`src/rtl/axi4_aw_buffer_cfg.sv`:
```
// AXI4 write-address channel buffer: circular FIFO between the slave AW port
// and the RAB lookup, with optional empty-bypass, downstream stall, occupancy
// count and almost-full flag.
module axi4_aw_buffer_cfg #(
  parameter int AXI_ID_WIDTH   = 4,
  parameter int AXI_USER_WIDTH = 4,
  parameter int AXI_ADDR_WIDTH = 32,
  parameter int BUFFER_DEPTH   = 4,
  parameter bit FALL_THROUGH   = 1'b0,
  parameter int AFULL_THRESH   = BUFFER_DEPTH - 1
) (
  input  logic                             axi4_aclk,
  input  logic                             axi4_arstn,
  input  logic [AXI_ID_WIDTH-1:0]          s_axi4_awid,
  input  logic [AXI_ADDR_WIDTH-1:0]        s_axi4_awaddr,
  input  logic [7:0]                       s_axi4_awlen,
  input  logic [2:0]                       s_axi4_awsize,
  input  logic [1:0]                       s_axi4_awburst,
  input  logic                             s_axi4_awlock,
  input  logic [2:0]                       s_axi4_awprot,
  input  logic [3:0]                       s_axi4_awcache,
  input  logic [3:0]                       s_axi4_awregion,
  input  logic [3:0]                       s_axi4_awqos,
  input  logic [AXI_USER_WIDTH-1:0]        s_axi4_awuser,
  input  logic                             s_axi4_awvalid,
  output logic                             s_axi4_awready,
  output logic [AXI_ID_WIDTH-1:0]          m_axi4_awid,
  output logic [AXI_ADDR_WIDTH-1:0]        m_axi4_awaddr,
  output logic [7:0]                       m_axi4_awlen,
  output logic [2:0]                       m_axi4_awsize,
  output logic [1:0]                       m_axi4_awburst,
  output logic                             m_axi4_awlock,
  output logic [2:0]                       m_axi4_awprot,
  output logic [3:0]                       m_axi4_awcache,
  output logic [3:0]                       m_axi4_awregion,
  output logic [3:0]                       m_axi4_awqos,
  output logic [AXI_USER_WIDTH-1:0]        m_axi4_awuser,
  output logic                             m_axi4_awvalid,
  input  logic                             m_axi4_awready,
  input  logic                             stall_i,
  output logic [$clog2(BUFFER_DEPTH+1)-1:0] occupancy_o,
  output logic                             almost_full_o
);

  localparam int PW = $clog2(BUFFER_DEPTH);
  localparam int CW = $clog2(BUFFER_DEPTH + 1);
  localparam int EW = 29 + AXI_ADDR_WIDTH + AXI_ID_WIDTH + AXI_USER_WIDTH;
  localparam logic [CW-1:0] FULL_CNT  = CW'(BUFFER_DEPTH);
  localparam logic [CW-1:0] AFULL_CNT = CW'(AFULL_THRESH);

  logic [EW-1:0] mem [BUFFER_DEPTH];
  logic [EW-1:0] s_entry, out_entry;
  logic [PW-1:0] wr_ptr, rd_ptr;
  logic [CW-1:0] count;
  logic          empty, bypass, push, pop, do_wr, do_rd;

  assign s_entry = {s_axi4_awid, s_axi4_awaddr, s_axi4_awlen, s_axi4_awsize,
                    s_axi4_awburst, s_axi4_awlock, s_axi4_awprot, s_axi4_awcache,
                    s_axi4_awregion, s_axi4_awqos, s_axi4_awuser};

  assign empty  = (count == '0);
  // Bypass only exists in fall-through mode and only while nothing is stored,
  // so ordering is preserved: a stored beat always drains before a new one.
  assign bypass = FALL_THROUGH ? empty : 1'b0;

  // Ready depends on registered count only, never on the master side.
  assign s_axi4_awready = (count != FULL_CNT);

  assign out_entry      = bypass ? s_entry : mem[rd_ptr];
  assign m_axi4_awvalid = (bypass ? s_axi4_awvalid : !empty) & !stall_i;

  assign {m_axi4_awid, m_axi4_awaddr, m_axi4_awlen, m_axi4_awsize,
          m_axi4_awburst, m_axi4_awlock, m_axi4_awprot, m_axi4_awcache,
          m_axi4_awregion, m_axi4_awqos, m_axi4_awuser} = out_entry;

  assign push = s_axi4_awvalid & s_axi4_awready;
  assign pop  = m_axi4_awvalid & m_axi4_awready;
  // A bypassed beat that leaves immediately never touches the storage.
  assign do_wr = push & !(bypass & pop);
  assign do_rd = pop & !bypass;

  assign occupancy_o   = count;
  assign almost_full_o = (count >= AFULL_CNT);

  // Pointer and count update; reset discards all stored beats.
  always_ff @(posedge axi4_aclk) begin
    if (!axi4_arstn) begin
      wr_ptr <= '0;
      rd_ptr <= '0;
      count  <= '0;
    end else begin
      if (do_wr) wr_ptr <= wr_ptr + PW'(1);
      if (do_rd) rd_ptr <= rd_ptr + PW'(1);
      if (do_wr && !do_rd)      count <= count + CW'(1);
      else if (!do_wr && do_rd) count <= count - CW'(1);
    end
  end

  // Entry storage; contents are don't-care until written, so no reset.
  always_ff @(posedge axi4_aclk) begin
    if (do_wr) mem[wr_ptr] <= s_entry;
  end

endmodule

```
`config.mk`:
```
export PLATFORM = sky130hd
export DESIGN_NAME = axi4_aw_buffer_cfg
export DESIGN_NICKNAME = d
export VERILOG_FILES = /design/src/rtl/axi4_aw_buffer_cfg.sv
export SDC_FILE = /design/constraint.sdc
export NUM_CORES = 1
export LEC_CHECK = 0
export CORE_MARGIN = 8
export CORE_UTILIZATION = 30
export DETAILED_ROUTE_END_ITERATION = 10
export PLACE_DENSITY = 0.56
export SLEW_MARGIN = 40
export SYNTH_ARGS = -nofsm -noshare
export SYNTH_HDL_FRONTEND = slang
export SYNTH_SLANG_ARGS = --single-unit
```
`constraint.sdc`:
```
create_clock -name axi4_aclk -period 3.7 [get_ports axi4_aclk]
set_clock_uncertainty 0.15 [all_clocks]
set_input_delay 0.555 -clock axi4_aclk [delete_from_list [all_inputs] [get_ports axi4_aclk]]
set_output_delay 0.555 -clock axi4_aclk [all_outputs]
set_load 0.01 [all_outputs]
```
==> parameters.txt <==
Parameter                              Value

Layout
  # nets final    673
  Footprint of the flip-flops and latches    8476 um^2
  Share of final-layout standard cells stronger than drive strength 1    0.2184
  Multi-input combinational cell area    1867 um^2
  Antenna Diode Count    0
  Fill cell total of the finished layout    3079
  Area overhead of the layout relative to synthesis    29.73%
  Post-route cell area    13580 um^2

Critical path
  Kind of cell adding the most delay to the critical path    buffers and inverters
  Arrival time of the worst setup path    2630 ps
  CP endpoint kind    output port
  Crit path buffers/inverters    2
  Required time at the worst-slack endpoint    roughly 3000 ps
  Biggest fanout along the worst timing path    18
  Series of cell instances along the critical path    buf_4, mux4_2, clkdlybuf4s50_1
  Worst-path cell with the longest stage delay    sky130_fd_sc_hd__dfxtp_4
  Setup CP Type    reg2out
  R2R Setup Slk    1130 ps
  Peak per-stage delay on the critical path    630 ps
  CP Launch Type    flop

Floorplan
  Die Wd    about 200 um
  Number of placed I/O pins    149
  Site Rows    68
  Floorplan Core Area    34460 um^2
  Overall die area    41120 um^2
  Initial standard-cell utilization of the core    0.3037
  Vert. Die Dim    202.8 um

CTS
  Buffer type at the clock tree root    sky130_fd_sc_hd__clkbuf_16
  Number of levels in the clock H-tree    1
  Buffer levels on the longest clock path    3
  Clock tree from TritonCTS    yes
  Cts repair resizes    0
  Post-CTS Hold Fix Bufs    0
  Number of CTS-inserted buffers    31
  CTS clock-pin slew for the worst setup and hold paths    60 ps
  Post-CTS repair timing setup buffer count    0
  CTS sink cnt    285
  Clock network latency to the later pin of the worst-skew pair    560 ps

Global routing
  Maximum number of pins on one net before global-route repair    36
  Number of antenna violations at the first check in global routing    0
  Remaining global-route overflow    0
  Vias in the first global route    ~5600
  All-Layer GR Usage    0.1055
  First-pass GRT wire length    around 34000 um

Timing
  Hold Vio Cnt, Final    0
  Transition time at the pin with the least slew margin    628.9 ps
  Final cycle utilization of the critical path    0.9019
  RSZ-0062 raised after global routing    no
  Final min period    3337 ps
  Finish-stage setup viols    0
  Relative slew slack    0.5807
  Timing-limited maximum frequency    299.7 MHz
  Post-layout worst setup margin    362.9 ps
  Final-layout setup total negative slack    0 ps
  Max Slew Vio Count    0

Detailed routing
  Detail-routed net length per standard cell    20.68 um
  Number of DRC violations after detailed routing    0
  Final WL    22190 um
  Number of nets still failing antenna checks after routing    0
  DR vias/cell    4.470
  Pre-antenna DRT Iters    4
  Drt initial violations    257
  Number of vias in the routed layout    roughly 4800

Synth
  Portion of the post-synthesis area used by sequential elements    0.8091
  Synth cell types    26
  Post-Syn Area    approximately 10000 um^2
  Async SR Flop Fraction    0
  Avg Synthesized Cell Area    about 25 um^2
  Number of cells produced by synthesis    415
  Cell taking the most area after synthesis    sky130_fd_sc_hd__edfxtp_1
  Number of synthesized register bits    about 290
  Synthesized Nets    a little under 500
  Commonest cells post-synth    sky130_fd_sc_hd__edfxtp_1, sky130_fd_sc_hd__mux4_2, sky130_fd_sc_hd__dfxtp_1, sky130_fd_sc_hd__nand2_1
  Most numerous cell in the Yosys netlist    sky130_fd_sc_hd__edfxtp_1
  Leading post-synthesis cells by cell area    sky130_fd_sc_hd__edfxtp_1, sky130_fd_sc_hd__mux4_2, sky130_fd_sc_hd__dfxtp_1
  Warning count from the yosys run    0
  Yosys top cell area share    0.7919
  EDFF count, synth    276
  Primary flip-flop cell chosen by synthesis mapping    sky130_fd_sc_hd__edfxtp_1

Run
  Max-cap viol count    0

Power and ir drop
  Power density over the cells    646.2 nW/um^2
  Standby leakage power    4.272 nW
  Max rail drop VDD    approximately 0.33 mV

Placed design
  Half-perimeter wire length after placement    14150 um
  Quantity of I/O buffers inserted on ports    148
  Place WS    728.3 ps
  Post-placement cell area    12590 um^2
  Placer's final routability congestion estimate    0.6893

Min path
  Class of the tightest hold or removal check    reg2reg

Status
  Result of the run    finished clean
## state kept, by name, summed over array words and instances, names as in the netlist, named ones only
register     cells
wr_ptr           2
occupancy_o      3
rd_ptr           2
mem            276
## cell families after synthesis
logic type                 share of synthesized area
and+or+nand+nor                              0.01064
muxes                                         0.1542
xor gates and xnor gates                    0.001674
buffers and inverters                        0.01351
DFF                                           0.8091
adders and majority gates                   0.007890
AOI/OAI and AO/OA                           0.002989
## tightest hold or removal path, cell delays in order, from the launching register on
cell                      delay [ps]
sky130_fd_sc_hd__dfxtp_1         310
sky130_fd_sc_hd__nand2_1          50
sky130_fd_sc_hd__mux2i_1          60
## power breakdown
group          total [mW]  internal, mW  switching (mW)
clock network        2.91          1.73            1.18
registers            4.09          3.95           0.138
logic                1.77         0.987           0.787
total                8.77          6.67            2.11
## final timing paths
| kind | end | cells past startpoint | startpoint |
|---|---|---|---|
| max | m_axi4_awregion[0] | 3 | flop |
| max reg2reg | occupancy_o[2] | 8 | occupancy_o[0] |
| min reg2reg | flop | 2 | rd_ptr[1] |
| min | flop | 2 | rd_ptr[1] |
## cells in the final DEF (no fill, tap or decap), types with 6 or more instances in the layout
cell type | synthesis | layout
sky130_fd_sc_hd__nand2_1 | 8 | 8
sky130_fd_sc_hd__edfxtp_1 | 276 | 276
sky130_fd_sc_hd__clkbuf_1 | 6 | 8
sky130_fd_sc_hd__mux4_2 | 69 | 69
sky130_fd_sc_hd__buf_12 | 2 | 6
sky130_fd_sc_hd__clkdlybuf4s50_1 | 0 | 148
sky130_fd_sc_hd__buf_4 | 5 | 8
sky130_fd_sc_hd__clkbuf_16 | 0 | 32
sky130_fd_sc_hd__clkbuf_8 | 0 | 8
sky130_fd_sc_hd__dfxtp_1 | 9 | 7
sky130_fd_sc_hd__mux2i_1 | 6 | 6
## final cells by class
class                      count  area share
multi-input combinational    109      0.1375
clock inverter                10    0.003594
inverter                       4    0.001106
timing repair buffer         162      0.1224
sequential                   285      0.6242
tap                          455     0.04193
clock buffer                  48     0.06930
## per-stage QoR
step	total power [mW]	hold slack [ps]	instances	utilization
3_3_place_gp	5.926	300.2	1015	0.3653
6_report	8.774	320.3	1073	0.3940
4_1_cts	8.935	321.1	1073	0.3940
5_1_grt	9.152	372.9	1073	0.3940
2_1_floorplan	5.025	295.1	415	-
3_5_place_dp	5.985	307.1	1015	0.3653
## metal layers
metal,up-vias,part of all wire,GRT usage
met5,-,0,0
met1,2525,0.42,0.1306
li1,2119,-,-
met4,0,0.016,0.02538
met3,29,0.058,0.02837
met2,123,0.50,0.1814
(Power assumes the default switching activity.)
